<file path="src/rtl/iir_block_sequencer.sv">
// Purpose : sequences one block of X samples through the IIR filter core and
//           writes the latency-aligned filter output into the Y buffer.
// Latency : start sampled at edge 0 -> first y_we in cycle 1+FILT_LAT
//           (+FLUSH_LEN) -> done pulse in cycle 1+L+FILT_LAT (+FLUSH_LEN).
// Backpressure: none; the buffers and the filter accept one sample per cycle.
//           start is ignored while a block is in flight; abort returns to IDLE.
//
// Optional feature macro: IIR_SEQ_FLUSH_EN
//   When defined, FLUSH_LEN zero samples are fed to the filter before each block.
//
// Ports:
//   i_clk, i_reset     clock and async active-low reset (also resets the filter)
//   i_start, i_abort   block request / cancel
//   i_len              block length, 0 or >2**AW clamps to 2**AW
//   o_x_addr, i_x_rdata   X buffer read port (combinational read)
//   o_filt_in, i_filt_out IIR filter data in / out
//   o_y_we, o_y_addr, o_y_wdata  Y buffer write port
//   o_busy, o_done, o_data_valid status to the register file
module iir_block_sequencer #(
  parameter int DW        = 32,
  parameter int AW        = 5,
  parameter int FILT_LAT  = 8,
  parameter int FLUSH_LEN = 16
) (
  input  logic          i_clk,
  input  logic          i_reset,
  input  logic          i_start,
  input  logic          i_abort,
  input  logic [AW:0]   i_len,
  output logic [AW-1:0] o_x_addr,
  input  logic [DW-1:0] i_x_rdata,
  output logic [DW-1:0] o_filt_in,
  input  logic [DW-1:0] i_filt_out,
  output logic          o_y_we,
  output logic [AW-1:0] o_y_addr,
  output logic [DW-1:0] o_y_wdata,
  output logic          o_busy,
  output logic          o_done,
  output logic          o_data_valid
);

  localparam int BLEN = 2**AW;
  // Counter spans the longest block (flush + samples + drain) without wrapping.
  localparam int CW   = $clog2(FLUSH_LEN + BLEN + FILT_LAT + 2);
`ifdef IIR_SEQ_FLUSH_EN
  localparam int PRE  = FLUSH_LEN;
`else
  localparam int PRE  = 0;
`endif
  localparam logic [CW-1:0] C_PRE  = CW'(PRE);
  localparam logic [CW-1:0] C_LAT  = CW'(FILT_LAT);
  localparam logic [AW:0]   C_BLEN = (AW+1)'(BLEN);

  typedef enum logic [2:0] {
    S_IDLE,
    S_FLUSH,
    S_FEED,
    S_DRAIN,
    S_DONE
  } state_t;

  state_t        r_state;
  logic [CW-1:0] r_cnt;
  logic [AW:0]   r_len;
  logic          r_feed;
  logic [AW-1:0] r_x_addr;
  logic          r_y_we;
  logic [AW-1:0] r_y_addr;
  logic          r_busy;
  logic          r_done;
  logic          r_data_valid;

  logic [AW:0]   w_len_clamp;
  logic [CW-1:0] w_cnt_nxt;
  logic [CW-1:0] w_feed_end;
  logic [CW-1:0] w_drain_end;
  logic [CW-1:0] w_wr_beg;
  logic          w_in_flush;
  logic          w_wr_nxt;
  state_t        w_nxt_state;

  assign w_len_clamp = (i_len == '0 || i_len > C_BLEN) ? C_BLEN : i_len;

  // r_cnt counts cycles since the first busy cycle; every phase boundary is
  // a fixed offset from zero, so the next state is a pure function of count.
  assign w_cnt_nxt   = r_cnt + CW'(1);
  assign w_feed_end  = C_PRE + CW'(r_len);
  assign w_drain_end = w_feed_end + C_LAT;
  assign w_wr_beg    = C_PRE + C_LAT;

`ifdef IIR_SEQ_FLUSH_EN
  assign w_in_flush = (w_cnt_nxt < C_PRE);
`else
  assign w_in_flush = 1'b0;
`endif

  // Sample k enters the filter at count PRE+k and emerges FILT_LAT later,
  // so the write window is [PRE+FILT_LAT, PRE+L+FILT_LAT).
  assign w_wr_nxt = (w_cnt_nxt >= w_wr_beg) && (w_cnt_nxt < w_drain_end);

  always_comb begin
    w_nxt_state = S_DONE;
    if (w_in_flush) begin
      w_nxt_state = S_FLUSH;
    end else if (w_cnt_nxt < w_feed_end) begin
      w_nxt_state = S_FEED;
    end else if (w_cnt_nxt < w_drain_end) begin
      w_nxt_state = S_DRAIN;
    end
  end

  always_ff @(posedge i_clk or negedge i_reset) begin
    if (!i_reset) begin
      r_state      <= S_IDLE;
      r_cnt        <= '0;
      r_len        <= '0;
      r_feed       <= 1'b0;
      r_x_addr     <= '0;
      r_y_we       <= 1'b0;
      r_y_addr     <= '0;
      r_busy       <= 1'b0;
      r_done       <= 1'b0;
      r_data_valid <= 1'b0;
    end else begin
      case (r_state)
        S_IDLE: begin
          r_feed   <= 1'b0;
          r_x_addr <= '0;
          r_y_we   <= 1'b0;
          r_y_addr <= '0;
          r_done   <= 1'b0;
          r_busy   <= 1'b0;
          if (i_start && !i_abort) begin
            r_len        <= w_len_clamp;
            r_cnt        <= '0;
            r_data_valid <= 1'b0;
            r_busy       <= 1'b1;
`ifdef IIR_SEQ_FLUSH_EN
            r_state      <= S_FLUSH;
`else
            r_state      <= S_FEED;
            r_feed       <= 1'b1;
`endif
          end
        end

        S_FLUSH, S_FEED, S_DRAIN: begin
          if (i_abort) begin
            r_state  <= S_IDLE;
            r_feed   <= 1'b0;
            r_x_addr <= '0;
            r_y_we   <= 1'b0;
            r_y_addr <= '0;
            r_busy   <= 1'b0;
            r_done   <= 1'b0;
          end else begin
            r_cnt    <= w_cnt_nxt;
            r_state  <= w_nxt_state;
            r_feed   <= (w_nxt_state == S_FEED);
            r_x_addr <= (w_nxt_state == S_FEED) ? AW'(w_cnt_nxt - C_PRE) : '0;
            r_y_we   <= w_wr_nxt;
            r_y_addr <= w_wr_nxt ? AW'(w_cnt_nxt - w_wr_beg) : '0;
            r_busy   <= (w_nxt_state != S_DONE);
            r_done   <= (w_nxt_state == S_DONE);
          end
        end

        S_DONE: begin
          r_state <= S_IDLE;
          r_done  <= 1'b0;
          r_busy  <= 1'b0;
          if (!i_abort) begin
            r_data_valid <= 1'b1;
          end
        end

        default: begin
          r_state <= S_IDLE;
        end
      endcase
    end
  end

  // The X buffer reads combinationally, so the sample for x_addr is passed
  // straight through in the same cycle; zeros outside FEED flush/drain the filter.
  assign o_filt_in    = r_feed ? i_x_rdata : '0;
  assign o_x_addr     = r_x_addr;
  assign o_y_we       = r_y_we;
  assign o_y_addr     = r_y_addr;
  assign o_y_wdata    = i_filt_out;
  assign o_busy       = r_busy;
  assign o_done       = r_done;
  assign o_data_valid = r_data_valid;

endmodule

</file>
<file path="config.mk">
export PLATFORM = sky130hd
export DESIGN_NAME = iir_block_sequencer
export DESIGN_NICKNAME = d
export VERILOG_FILES = /design/src/rtl/iir_block_sequencer.sv
export SDC_FILE = /design/constraint.sdc
export NUM_CORES = 1
export LEC_CHECK = 0
export CORE_MARGIN = 3
export CORE_UTILIZATION = 35
export CTS_CLUSTER_DIAMETER = 80
export DETAILED_ROUTE_END_ITERATION = 7
export HOLD_SLACK_MARGIN = 0.15
export PLACE_DENSITY_LB_ADDON = 0.05
export SLEW_MARGIN = 20
export SYNTH_ARGS = -nofsm -noshare
export SYNTH_HDL_FRONTEND = slang
export SYNTH_SLANG_ARGS = --single-unit
</file>
<file path="constraint.sdc">
create_clock -name i_clk -period 3 [get_ports i_clk]
set_input_delay 0.9 -clock i_clk [delete_from_list [all_inputs] [get_ports i_clk]]
set_output_delay 0.9 -clock i_clk [all_outputs]
set_load 0.01 [all_outputs]
</file>
==> reports/metrics.json <==
{
  "number_of_design_rule_violations_left_after_detail_routing": {"value": 0},
  "hold_path.class": {"value": "reg -> reg"},
  "detailedPlacementHpwl": {"value": 4293, "unit": "um"},
  "core_area": {"value": 0.005574, "unit": "mm^2"},
  "cts-resized-gates": {"value": 0},
  "drt.antenna.violating_nets": {"value": 0},
  "root_buffer_selected_by_cts": {"value": "clkbuf_8"},
  "netlist_instances": {"value": 222},
  "max-cap-violations": {"value": 0},
  "synthesis.yosys.warnings": {"value": 0},
  "rsz0062_at_grt": {"value": "no"},
  "floorplan.die_area": {"value": 0.006810, "unit": "mm^2"},
  "status": {"value": "complete, no violations"},
  "total_vias_in_the_final_route": {"value": 1738},
  "drv_slew": {"value": 0},
  "critical_path_required": {"value": 2.10, "unit": "ns"},
  "post-route-util": {"value": 51.43, "unit": "%"},
  "postLayoutSetupSlackWorst": {"value": 0.08510, "unit": "ns"},
  "syn_to_final_growth": {"value": 39.87, "unit": "%"},
  "clock_tree.htree_level_count": {"value": 2},
  "grt_antenna_before_repair": {"value": 0},
  "synth_enable_flop_cells": {"value": 0},
  "placement.setup.worst_slack": {"value": 0.07528, "unit": "ns"},
  "floorplan.rows": {"value": 27},
  "fin_skew": {"value": 0.006324, "unit": "ns"},
  "postSynthAreaPerCell": {"value": 9.232, "unit": "um^2"},
  "crit_start": {"value": "i_x_rdata[6]"},
  "postLayoutCellArea": {"value": 0.002867, "unit": "mm^2"},
  "detail_route.wirelength": {"value": 5534, "unit": "um"},
  "dieHeight": {"value": 82.52, "unit": "um"},
  "synth-seq-cells": {"value": 30},
  "final_layout_size_suffix_gt1_share": {"value": 9.319, "unit": "%"},
  "layout.nets": {"value": 360},
  "startpoint_type": {"value": "primary input"},
  "timing.final.hold_violations": {"value": 0},
  "timing.slew.headroom": {"value": 61.83, "unit": "%"},
  "grt_pass1_wl": {"value": 8466, "unit": "um"},
  "path_max_fanout": {"value": 1},
  "clk_pin_slew_worst_paths": {"value": 0.06, "unit": "ns"},
  "dieWidth": {"value": 82.52, "unit": "um"},
  "worstReg2RegStart": {"value": "r_cnt[1]"},
  "grt_max_degree": {"value": 33},
  "startpoint_of_the_worst_hold_path": {"value": "r_len[0]"},
  "mappedNetlistNets": {"value": 304},
  "tritoncts": {"value": "yes"},
  "grt_pass1_vias": {"value": 1703},
  "dpl_cell_area": {"value": 0.002758, "unit": "mm^2"},
  "asyncSetResetFlopFracSynth": {"value": 100.0, "unit": "%"},
  "overflow": {"value": 0},
  "worstHoldPathCells": {"value": 2},
  "yosysUniqueCellTypes": {"value": 44},
  "post_synth_main_area_contributors": {"value": "dfrtp_1 37%, buf_4 12%, and2_1 10%, ha_1 4.9%, a32o_1 3.4%"},
  "final_setup_fails": {"value": 0},
  "drt_iter0_markers": {"value": 45},
  "ctsHoldBuffers": {"value": 0},
  "synth_top_cells_by_count": {"value": "34 x and2_1, 32 x buf_4, 30 x dfrtp_1"},
  "crit_type": {"value": "in -> out"},
  "drtPass1Iterations": {"value": 4},
  "syn_area": {"value": 0.002049, "unit": "mm^2"},
  "netlist.top_cell.by_area": {"value": "dfrtp_1"},
  "avgViaCountPerCell": {"value": 4.952},
  "worst-slew-pin-transition": {"value": 0.5725, "unit": "ns"},
  "synth_top_cell_area_share": {"value": 36.63, "unit": "%"},
  "ctsLongestPathBuffers": {"value": 2},
  "grt_util_all_layers": {"value": 16.38, "unit": "%"},
  "count_of_pins_on_the_block_boundary": {"value": 152},
  "io_buffers": {"value": 87},
  "synth.yosys.seq_area_share": {"value": 36.63, "unit": "%"},
  "postCtsSetupBuffers": {"value": 0},
  "timing.critical_path.to_type": {"value": "output pin"},
  "insertion_delay": {"value": 0.28, "unit": "ns"},
  "numClockSinks": {"value": 30},
  "power_density": {"value": 689.9, "unit": "mW/mm^2"},
  "post-synth-top-count-cell": {"value": "and2_1"},
  "worst_ep_arrival_time": {"value": 2.01, "unit": "ns"},
  "floorplan.initialDensity": {"value": 36.77, "unit": "%"},
  "ir_drop": {"value": 0.0004017, "unit": "V"},
  "post_drt_wl_per_cell": {"value": 15.77, "unit": "um"},
  "timing.reg2reg.worst_path_depth": {"value": 8},
  "p_leak": {"value": 0.001241, "unit": "uW"},
  "cts_made_buffers": {"value": 5},
  "clock.fmax": {"value": 0.3431, "unit": "GHz"},
  "finalCritPeriodShare": {"value": 97.16, "unit": "%"},
  "routabilityCongestion": {"value": 0.8126},
  "most_used_flip_flop_cell_after_synthesis": {"value": "dfrtp_1"},
  "final_total_negative_setup_slack": {"value": 0, "unit": "ns"},
  "timing.final.crit_period": {"value": 2.915, "unit": "ns"},
  "diodes": {"value": 0},
  "filler_cell_count": {"value": 540}
}
-- worst paths after layout --
path                                end  slack, ns
setup / recovery           o_filt_in[6]       0.09
hold / removal                 r_len[0]       0.47
setup reg to reg            o_y_addr[2]       0.30
hold reg to reg                r_len[0]       0.47
max in group asynchronous      r_len[2]       1.71
min in group asynchronous   o_y_addr[0]       1.01
-- kinds of logic after synthesis --
| logic type | Yosys count | synth area share [%] |
|---|---|---|
| DFF | 30 | 36.63 |
| AOI/OAI and AO/OA | 43 | 16.00 |
| buffers and inverters | 53 | 16.18 |
| and+or+nand+nor | 81 | 22.96 |
| adders and majority gates | 8 | 4.884 |
| xor gates and xnor gates | 7 | 3.358 |
-- sequential cells by signal, indices dropped and copies added, names as in the netlist --
name	flops
o_y_we	1
o_data_valid	1
o_busy	1
r_state	3
o_x_addr	5
r_len	6
o_y_addr	5
r_feed	1
r_cnt	6
o_done	1
-- cell type report --
| cell class | instances | area (um^2) | share of cell area (%) |
|---|---|---|---|
| clock inverters | 3 | 40.04 | 1.397 |
| inverters | 9 | 33.78 | 1.179 |
| flip-flops and latches | 30 | 750.7 | 26.19 |
| repair buffers | 93 | 915.9 | 31.95 |
| clock buffers | 5 | 68.82 | 2.401 |
| multi-input cells | 139 | 967.2 | 33.74 |
| well taps | 72 | 90.09 | 3.143 |
-- stage by stage --
stage | hold slack, ns | std cells | power, uW
after CTS | 0.4770 | 351 | 2000
after global placement | 0.4685 | 343 | 1591
after detailed placement | 0.4632 | 343 | 1591
after floorplan | 0.4298 | 222 | 1185
final | 0.4733 | 351 | 1978
after global routing | 0.5137 | 351 | 2154
-- where the power goes --
| part | leakage (uW) | internal, uW | switching [uW] |
|---|---|---|---|
| Clock | 0.0000579 | 244 | 157 |
| Sequential | 0.000406 | 491 | 63.2 |
| Combinational | 0.000777 | 509 | 514 |
-- layout by cell type (no fill, tap or decap), drive strengths merged --
cell type / count
and3: 2
a21o: 1
nand2: 11
or4: 1
inv: 9
a21oi: 4
bufinv: 1
clkdlybuf4s50: 87
nor2: 9
dfrtp: 30
a311oi: 1
buf: 6
a221oi: 2
o211ai: 2
nor3: 4
clkinv: 2
and2b: 1
a31oi: 1
xnor2: 4
ha: 8
nand4: 1
and2: 34
a22oi: 1
or4b: 1
xor2: 3
a32o: 7
o21ai: 14
a221o: 1
o22ai: 1
o31ai: 1
or3: 1
nand3: 4
nand2b: 4
a22o: 6
clkbuf: 5
or2: 3
o221ai: 1
nand3b: 5
-- critical path: stages --
cell and delay (ns):
clkdlybuf4s50_1 0.45, and2_1 0.13, clkdlybuf4s50_1 0.54
-- routing by layer --
| metal | global-route usage [%] | routed length [um] | up-vias |
|---|---|---|---|
| met1 | 18.49 | 2131 | 783 |
| met2 | 28.37 | 2599 | 97 |
| met4 | 5.882 | 107 | 0 |
| met3 | 5.857 | 694 | 19 |
| li1 | - | - | 839 |
| met5 | 0 | 0 | - |
Note: power is estimated with default switching activity, not from simulation.
